[src/rtl/id_ex_fwd_reg.sv]
// ID/EX pipeline register with registered forwarding selects and load-use hazard detection.
// Optional saturating stall counter enabled by defining STALL_CNT_EN.
module id_ex_fwd_reg #(
  parameter int DATA_W = 32,
  parameter int REG_AW = 5
) (
  input  logic              clk,
  input  logic              rst,
  input  logic              flush,
  input  logic              id_valid,
  input  logic [REG_AW-1:0] id_rs,
  input  logic [REG_AW-1:0] id_rt,
  input  logic [REG_AW-1:0] id_rd,
  input  logic [DATA_W-1:0] id_rs_data,
  input  logic [DATA_W-1:0] id_rt_data,
  input  logic [DATA_W-1:0] id_imm,
  input  logic              id_reg_write,
  input  logic              id_mem_read,
  input  logic              exmem_reg_write,
  input  logic [REG_AW-1:0] exmem_rd,
  output logic              stall,
  output logic              ex_valid,
  output logic [DATA_W-1:0] ex_rs_data,
  output logic [DATA_W-1:0] ex_rt_data,
  output logic [DATA_W-1:0] ex_imm,
  output logic [REG_AW-1:0] ex_rd,
  output logic              ex_reg_write,
  output logic              ex_mem_read,
  output logic [1:0]        fwd_a,
  output logic [1:0]        fwd_b
`ifdef STALL_CNT_EN
  ,
  output logic [31:0]       stall_count
`endif
);

  logic              ex_valid_q;
  logic [DATA_W-1:0] ex_rs_data_q, ex_rt_data_q, ex_imm_q;
  logic [REG_AW-1:0] ex_rd_q;
  logic              ex_reg_write_q, ex_mem_read_q;
  logic [1:0]        fwd_a_q, fwd_b_q;
  logic [1:0]        fwd_a_d, fwd_b_d;
  logic              hz, bubble;
  logic              ex_hit_a, ex_hit_b, mem_hit_a, mem_hit_b;
  logic              ex_writes, mem_writes;

  assign ex_writes  = ex_valid_q & ex_reg_write_q & (ex_rd_q != '0);
  assign mem_writes = exmem_reg_write & (exmem_rd != '0);

  assign hz = ex_valid_q & ex_mem_read_q & (ex_rd_q != '0) & id_valid &
              ((ex_rd_q == id_rs) | (ex_rd_q == id_rt));
  assign stall  = hz & ~flush;
  assign bubble = flush | hz;

  assign ex_hit_a  = ex_writes  & (ex_rd_q  == id_rs);
  assign ex_hit_b  = ex_writes  & (ex_rd_q  == id_rt);
  assign mem_hit_a = mem_writes & (exmem_rd == id_rs);
  assign mem_hit_b = mem_writes & (exmem_rd == id_rt);

  // The nearer producer (currently in EX) takes precedence over EX/MEM.
  always_comb begin
    fwd_a_d = 2'd0;
    fwd_b_d = 2'd0;
    if (ex_hit_a)       fwd_a_d = 2'd2;
    else if (mem_hit_a) fwd_a_d = 2'd1;
    if (ex_hit_b)       fwd_b_d = 2'd2;
    else if (mem_hit_b) fwd_b_d = 2'd1;
  end

  always_ff @(posedge clk or posedge rst) begin
    if (rst) begin
      ex_valid_q     <= 1'b0;
      ex_rs_data_q   <= '0;
      ex_rt_data_q   <= '0;
      ex_imm_q       <= '0;
      ex_rd_q        <= '0;
      ex_reg_write_q <= 1'b0;
      ex_mem_read_q  <= 1'b0;
      fwd_a_q        <= 2'd0;
      fwd_b_q        <= 2'd0;
    end else if (bubble) begin
      // Data registers hold; only control is cleared.
      ex_valid_q     <= 1'b0;
      ex_reg_write_q <= 1'b0;
      ex_mem_read_q  <= 1'b0;
      fwd_a_q        <= 2'd0;
      fwd_b_q        <= 2'd0;
    end else begin
      ex_valid_q     <= id_valid;
      ex_rs_data_q   <= id_rs_data;
      ex_rt_data_q   <= id_rt_data;
      ex_imm_q       <= id_imm;
      ex_rd_q        <= id_rd;
      ex_reg_write_q <= id_valid & id_reg_write;
      ex_mem_read_q  <= id_valid & id_mem_read;
      fwd_a_q        <= fwd_a_d;
      fwd_b_q        <= fwd_b_d;
    end
  end

`ifdef STALL_CNT_EN
  logic [31:0] stall_count_q;

  always_ff @(posedge clk or posedge rst) begin
    if (rst)
      stall_count_q <= '0;
    else if (stall && (stall_count_q != 32'hFFFF_FFFF))
      stall_count_q <= stall_count_q + 32'd1;
  end

  assign stall_count = stall_count_q;
`endif

  assign ex_valid     = ex_valid_q;
  assign ex_rs_data   = ex_rs_data_q;
  assign ex_rt_data   = ex_rt_data_q;
  assign ex_imm       = ex_imm_q;
  assign ex_rd        = ex_rd_q;
  assign ex_reg_write = ex_reg_write_q;
  assign ex_mem_read  = ex_mem_read_q;
  assign fwd_a        = fwd_a_q;
  assign fwd_b        = fwd_b_q;

endmodule

[config.mk]
export PLATFORM = sky130hd
export DESIGN_NAME = id_ex_fwd_reg
export DESIGN_NICKNAME = d
export VERILOG_FILES = /design/src/rtl/id_ex_fwd_reg.sv
export SDC_FILE = /design/constraint.sdc
export NUM_CORES = 1
export LEC_CHECK = 0
export BUFFER_PORTS_ARGS = -buffer_cell sky130_fd_sc_hd__buf_2
export CELL_PAD_IN_SITES_DETAIL_PLACEMENT = 0
export CELL_PAD_IN_SITES_GLOBAL_PLACEMENT = 1
export CORE_MARGIN = 3
export CORE_UTILIZATION = 41
export DETAILED_ROUTE_END_ITERATION = 7
export PLACE_DENSITY_LB_ADDON = 0.1
export SETUP_SLACK_MARGIN = 0.3
export SYNTH_ARGS = -nofsm -noshare
export SYNTH_HDL_FRONTEND = slang
export SYNTH_SLANG_ARGS = --single-unit
export TNS_END_PERCENT = 30
[constraint.sdc]
create_clock -name clk -period 7.8 [get_ports clk]
set_clock_uncertainty 0.15 [all_clocks]
set_input_delay 0 -clock clk [delete_from_list [all_inputs] [get_ports clk]]
set_output_delay 0 -clock clk [all_outputs]
set_load 0.005 [all_outputs]
* Word level (Yosys, flattened, before mapping)
Cells that the tools add are included.
** Word-level totals
- Bits in registers :: 108
- Input port bits :: 123
- Output and inout bits :: 109
- Logic and storage cells :: 41
** Operators by class
- Eq/ne operators :: 4
- Multiplexer cells :: 9
- Bitwise logic cells :: 17
- Reductions and logical operators :: 2
** Operators by type and width (count)
- 5-bit == test :: 4
- 1-bit bitwise AND :: 14
- 5-bit nonzero test :: 2
- 2-bit two-way mux :: 4
- 1-bit two-way mux :: 5
- 1-bit bitwise OR :: 2
- 1-bit NOT :: 1

* Logic depth before layout (Yosys ltp)
Gate-level depths: netlist of the first run.
- Depth in word-level cells :: 6
- Depth in mapped cells :: 9
- Depth with buffers taken out :: 5

* Least setup slack after synthesis of the first run
Ideal clock, no wire load.
- Path kind :: flip-flop to flip-flop
- Start :: register ex_rd_q[2], in the netlist ex_rd[2]
- End :: register ex_imm_q[14], in the netlist ex_imm[14]
- Setup time :: 0.129 ns
- Arrival time :: 1.704 ns
- Required time :: 7.521 ns
- Setup slack :: 5.817 ns
- Stages on the path, launching flop included :: 7
- Path buffers :: 2
- Period minus slack after synthesis :: 1.983 ns
- Cells stage by stage :: dfrtp_1 > or4_4 > o2111a_1 > buf_6 > buf_6 > o211ai_2 > nand3_1
** Between the ends
- Longest elaborated chain between the ends :: 5
- Elaborated cells between the ends (all ways) :: 8
- Classes of those cells :: eq/ne: 2; bitwise: 5; reduce/logical: 1
** Ends and longest elaborated chain
- start: declaration :: RTL line 39 : logic [REG_AW-1:0] ex_rd_q;
- start signal: assignment :: RTL line 93 : ex_rd_q <= id_rd;
- 5-bit nonzero test :: RTL line 50 : assign hz = ex_valid_q & ex_mem_read_q & (ex_rd_q != '0) & id_valid &
- 1-bit bitwise AND (2 in series) :: RTL line 50
- 1-bit bitwise AND (*) :: RTL line 50
- 1-bit bitwise OR (*) :: RTL line 53 : assign bubble = flush | hz;
- end signal: assignment :: RTL line 92 : ex_imm_q <= id_imm;
- end: declaration :: RTL line 38 : logic [DATA_W-1:0] ex_rs_data_q, ex_rt_data_q, ex_imm_q;
Every way passes the cells marked *; elsewhere a longest branch is shown, timed or not.
A chain may end at the register's enable or synchronous reset.

* Final worst setup path of the first run
- Start :: register ex_rd_q[2], in the netlist ex_rd[2]
- End :: register ex_reg_write_q, in the netlist ex_reg_write
** Between the ends
- Longest elaborated chain between the ends :: 6
- Elaborated cells between the ends (all ways) :: 9
- Classes of those cells :: eq/ne: 2; mux: 1; bitwise: 5; reduce/logical: 1
** Ends and longest elaborated chain
- 5-bit nonzero test :: RTL line 50
- 1-bit bitwise AND (2 in series) :: RTL line 50
- 1-bit bitwise AND (*) :: RTL line 50
- 1-bit bitwise OR (*) :: RTL line 53
- 1-bit two-way mux (*) :: RTL line 81 : end else if (bubble) begin
- end signal: assignment :: RTL line 94 : ex_reg_write_q <= id_valid & id_reg_write;
- end: declaration :: RTL line 40 : logic ex_reg_write_q, ex_mem_read_q;
Marked as above.

==> results_dict.tcl, run 1 <==
set metrics [dict create \
    via_count 7259 \
    avgSynthCellArea_um2 9.32 \
    p_switching_uw 481 \
    clk_latency_ns 0.36 \
    routed_via_density 5.81 \
    rsz0062_at_grt "no" \
    ir_drop_uv 122 \
    rows 47 \
    path_delay_family "buffers and inverters" \
    clockPowerShare 0.327 \
    p_per_area_nw_per_um2 166 \
    crit_type "flip-flop to flip-flop" \
    syn_nets 876 \
    numCtsBuffers 9 \
    diodes 0 \
    cts-root-buf "clkbuf_16" \
    regToRegSetupSlack_ns 3.61 \
    hold_buffers 113 \
    synthFlopType "dfrtp_1" \
    crit_path_end_kind "flip-flop" \
    cts.sinks 108 \
    fmax_mhz 239 \
    slew_violations 0 \
    drt-initial-drc-count 573 \
    cts.reportedPaths.clkPinSlew_ns 0.08 \
    fp.dieArea_um2 18700 \
    synth_common_cells "nand3_1, dfrtp_1, nor2b_1" \
    grt_pass1_wl_mm 37.0 \
    netlist_instances 753 \
    setup_viol 0 \
    dp_hpwl_mm 13.8 \
    setup_slack_ns 3.61 \
    synth_top_area_frac 0.385 \
    fin_util 0.576 \
    core-area_um2 16600 \
    worstMarginPinSlew_ns 1.26 \
    cts_max_level 3 \
    finalCriticalPeriod_ns 4.19 \
    ys_warn_count 0 \
    ioPinCount 232 \
    fin_nets 1148 \
    cts_tree "yes" \
    reg2reg_to "ex_reg_write$_DFF_PP0_" \
    track_usage 0.246 \
    max_stage_delay_ns 0.98 \
    synth_area_leader_cell "dfrtp_1" \
    async_flop_share 1.00 \
    outcome "finished, final reports clean" \
    start_util 0.422 \
    nFillCells 1502 \
    crit_required_ns 7.95 \
    ff2ff_path_depth 6 \
    maxCapViolCount 0 \
    pwr-share-seq 0.431 \
    synth_seq_area_share 0.385 \
    start_kind "flip-flop" \
    comb_power_share 0.242 \
    syn2layout_area_growth_pct 36.7 \
    synth_edf_count 0 \
    hold_violations 0 \
    p_total_uw 1590 \
    ys_seq_elements 108 \
    drc 0 \
    reg2reg_from "ex_rd[2]$_DFFE_PP0N_" \
    timing.max_slew.rel_slack 0.163 \
    period_share 0.537 \
    crit_chain "or4_4 > o2111ai_4 > buf_4 > a21oi_1 > nor4bb_1 > dlygate4sd3_1" \
    grt_remaining_overflow 0 \
    synth_cell_types 28 \
    cts_resized 0 \
    cp_max_fo 62 \
    gp_congestion 0.798 \
    switching_share 0.302 \
    synth_most_common_cell "nand3_1" \
    clock_path_buffers 2 \
    wl_per_cell_um 18.8 \
    post-place-ws_ns 4.21 \
    drive_gt1_frac 0.324 \
    grt_max_degree 123 \
    wl_mm 23.6 \
    whs_ns 0.0486 \
    detailedRoute.firstPassIterationCount 5 \
    antenna_found_initial 2 \
    synth_area_um2 7020 \
    fp.dieH_um 137 \
    die_w_um 137 \
    min-delay-path-class "primary input to asynchronous set/reset pin" \
    worstPathArrival_ns 4.34 \
    postCtsSetupBuffers 0 \
    synth_area_leaders "dfrtp_1, nand3_1, o211ai_2, a22oi_1, nor2b_1" \
    ant_nets 0 \
    io_buffers 231 \
    leakage_uw 0.00415 \
    intPower_uw 1110 \
    setup_tns_ns 0 \
    crit_slowest_cell "o2111ai_4" \
    path_buf_inv 2 \
    grt_pass1_vias 7266 \
]
cell type report:
type	count	area (um2)	share of cell area
Clock buffer	11	253	0.0263
Clock inverter	5	83.8	0.00874
Inverter	1	6.26	0.000652
Multi-Input combinational cell	552	3910	0.408
Sequential cell	108	2700	0.282
Tap cell	220	275	0.0287
Timing Repair Buffer	353	2360	0.246
layout by cell type (no fill, tap or decap), drive strengths merged, types with 3 or more instances in the layout:
cell type and count:
nor4 4, nand3 204, clkbuf 11, xor2 6, xnor2 14, nor2b 102
a22oi 101, o211ai 102, dfrtp 108, buf 240, dlygate4sd3 113, o2111ai 3
worst max path at each step:
stage	from	to	slack [ns]	depth (start not counted)
after floorplan	rst	ex_imm[0]$_DFFE_PP0N_	4.80	1
after global placement	ex_rd[2]$_DFFE_PP0N_	ex_reg_write$_DFF_PP0_	4.31	5
after detailed placement	ex_rd[2]$_DFFE_PP0N_	ex_reg_write$_DFF_PP0_	4.21	5
after CTS	ex_rd[2]$_DFFE_PP0N_	ex_mem_read$_DFF_PP0_	3.69	6
after global routing	ex_rd[2]$_DFFE_PP0N_	ex_mem_read$_DFF_PP0_	3.44	6
final	ex_rd[2]$_DFFE_PP0N_	ex_reg_write$_DFF_PP0_	3.61	6
power by group through the flow:
stage	Clock [uW]	Sequential, uW	Combinational [uW]
detailed placement	0	696	344
global route	556	696	426
CTS	536	685	389
floorplan	0	692	195
global placement	0	692	336
finish	521	687	386
per-layer routing:
layer  share of wire  wire, um  vias up  track usage
met4           0.015       346        4       0.0743
met1            0.43     10200     3580        0.322
met5         0.00089        21        -            0
met2            0.49     11500      256        0.418
li1                -         -     3390            -
met3           0.060      1420       29       0.0412
tightest hold or removal path, cell delays in order:
cell	delay [ns]
dlygate4sd3_1	0.53
buf_2	0.13
inv_4	0.33
state kept, by name (all words and copies together), names as in the netlist:
register      count
ex_reg_write      1
ex_imm           32
ex_rs_data       32
fwd_b             2
ex_rt_data       32
ex_valid          1
fwd_a             2
ex_mem_read       1
ex_rd             5
metrics by stage:
| step | instance area (um2) | instances |
|---|---|---|
| 4_1_cts | 9590 | 1250 |
| 6_report | 9590 | 1250 |
| 3_3_place_gp | 8130 | 1121 |
| 2_1_floorplan | 7020 | 753 |
| 5_1_grt | 9590 | 1250 |
| 3_5_place_dp | 8130 | 1121 |
kinds of logic (layout without fill, tap and decap cells):
logic type	Yosys count	count (layout)	share of synthesized area
compound gates	209	209	0.275
xor+xnor	20	20	0.0250
buf+inv	93	370	0.0631
flops	108	108	0.385
simple gates	323	323	0.252
Power figures use the tool's default switching activity.
==> inputs of run 2 (changes only) <==
CORE_UTILIZATION = 34   (was 41)
clock period = 3.5 ns   (was 7.8 ns; I/O delays follow)
==> results_dict.tcl, run 2 (same netlist as run 1, synthesis figures left out) <==
set metrics [dict create \
    worstPathArrival_ns 3.18 \
    finalCriticalPeriod_ns 3.04 \
    io_buffers 231 \
    seq_area_um2 2700 \
    hold_violations 0 \
    syn2layout_area_growth_pct 37.8 \
    ir_drop_uv 215 \
    p_total_uw 3430 \
    slew_violations 0 \
    path_buf_inv 2 \
    intPower_uw 2350 \
    final_area_um2 9670 \
    grt_max_degree 97 \
    outcome "finished, final reports clean" \
    clk_latency_ns 0.35 \
    reg2reg_to "ex_reg_write$_DFF_PP0_" \
    fin_util 0.487 \
    crit_type "flip-flop to flip-flop" \
    numCtsBuffers 9 \
    antenna_found_initial 3 \
    crit_chain "or4_4 > o2111ai_4 > buf_4 > a21oi_1 > nor4bb_1 > dlygate4sd3_1" \
    start_kind "flip-flop" \
    drc 0 \
    gr-usage-met1 0.288 \
    crit_slowest_cell "or4_4" \
    reg2reg_from "ex_rd[2]$_DFFE_PP0N_" \
    regToRegSetupSlack_ns 0.46 \
    routed_via_density 5.63 \
    dp_hpwl_mm 15.0 \
    period_share 0.869 \
    drt-initial-drc-count 544 \
    die_w_um 150 \
    wl_mm 25.4 \
    leakage_uw 0.00417 \
    timing.max_slew.rel_slack 0.204 \
    path_delay_family "buffers and inverters" \
    crit_path_end_kind "flip-flop" \
    p_per_area_nw_per_um2 355 \
    rows 51 \
    global_route.usage.met3 0.0336 \
    wl_per_cell_um 19.5 \
    cts_max_level 3 \
    maxCapViolCount 0 \
    rsz0062_at_grt "no" \
    cts_tree "yes" \
    cts-root-buf "clkbuf_16" \
    setup_tns_ns 0 \
    cp_max_fo 34 \
    drive_gt1_frac 0.327 \
    pwr-share-seq 0.448 \
    switching_share 0.314 \
    cts.reportedPaths.clkPinSlew_ns 0.07 \
    fin_nets 1155 \
    setup_viol 0 \
    final_cell_mix "buf_2, nand3_1, dlygate4sd3_1, dfrtp_1, nor2b_1" \
    worstMarginPinSlew_ns 1.19 \
    whs_ns 0.116 \
    start_util 0.354 \
    ioPinCount 232 \
    grt_pass1_vias 7493 \
    max_stage_delay_ns 0.60 \
    nFillCells 1908 \
    grt_pass1_wl_mm 39.8 \
    cts.sinks 108 \
    cp.depth 6 \
    comb_power_share 0.255 \
    crit_end "ex_reg_write$_DFF_PP0_" \
    crit_required_ns 3.64 \
    multi_input_area_um2 3920 \
    critPathLaunch "ex_rd[2]$_DFFE_PP0N_" \
    track_usage 0.220 \
    p_switching_uw 1080 \
    use_met2 0.377 \
    ff2ff_path_depth 6 \
    core-area_um2 19800 \
    busiest_layer "met2" \
    fp.dieH_um 150 \
    via_count 7322 \
    clock_path_buffers 2 \
    min-delay-path-class "primary input to flip-flop" \
    grt_remaining_overflow 0 \
    fp.dieArea_um2 22400 \
    final_common_cell "buf_2" \
    place_area_um2 8250 \
    cts_resized 0 \
    ant_nets 0 \
    gp_congestion 0.785 \
    detailedRoute.firstPassIterationCount 5 \
    clockPowerShare 0.297 \
    fmax_mhz 329 \
]
run 2: changes by cell type in the layout (fill, tap and decap cells not counted), sizes merged:
cell / delta
clkbuf: +2
clkinv: -1
diode: +1
clkinvlp: -1
bufinv: -2
buf: +6
or2: +1
run 2: area by class of cell:
type | count | share of cell area
multi-input combinational | 553 | 0.405
timing repair buffer | 359 | 0.251
clock inverter | 1 | 0.000776
tap | 265 | 0.0343
clock buffer | 13 | 0.0280
inverter | 1 | 0.000647
antenna | 1 | 0.000259
sequential | 108 | 0.280
run 2: power groups by stage:
| stage | clock [uW] | sequential (uW) | combinational, uW |
|---|---|---|---|
| finish | 1020 | 1540 | 875 |
| global route | 1080 | 1560 | 967 |
| CTS | 1040 | 1540 | 877 |
| detailed placement | 0 | 1560 | 779 |
| global placement | 0 | 1550 | 760 |
| floorplan | 0 | 1540 | 434 |
run 2: per-layer routing:
metal,vias to the layer above,part of all wire
met5,-,0.00083
met1,3637,0.43
met2,253,0.49
met3,30,0.062
li1,3398,-
met4,4,0.017
run 2: tightest hold or removal path: stages:
cell and delay, ns:
buf_6 0.24, a22oi_1 0.24, nand3_1 0.09
run 2: timing repair:
action,CTS,global route
endpoints found under the setup margin,0,2
endpoints found under the hold margin,175,0
buffers inserted,0,0
hold buffers,113,0
run 2: worst min path at each step:
stage / slack [ns] / end / cells past startpoint / startpoint
floorplan: 0.0004 / ex_mem_read$_DFF_PP0_ / 1 / id_valid
global placement: 0.12 / ex_reg_write$_DFF_PP0_ / 2 / id_reg_write
detailed placement: 0.12 / ex_reg_write$_DFF_PP0_ / 2 / id_reg_write
CTS: 0.12 / ex_imm[10]$_DFFE_PP0N_ / 3 / flush
global route: 0.17 / ex_imm[4]$_DFFE_PP0N_ / 3 / flush
finish: 0.12 / ex_imm[7]$_DFFE_PP0N_ / 3 / flush
run 2: through the flow:
| stage | instances | setup slack (ns) |
|---|---|---|
| final | 1301 | 0.459 |
| after global routing | 1301 | 0.312 |
| after CTS | 1299 | 0.436 |
| after detailed placement | 1172 | 0.857 |
| after global placement | 1172 | 0.917 |
| after floorplan | 753 | 0.504 |
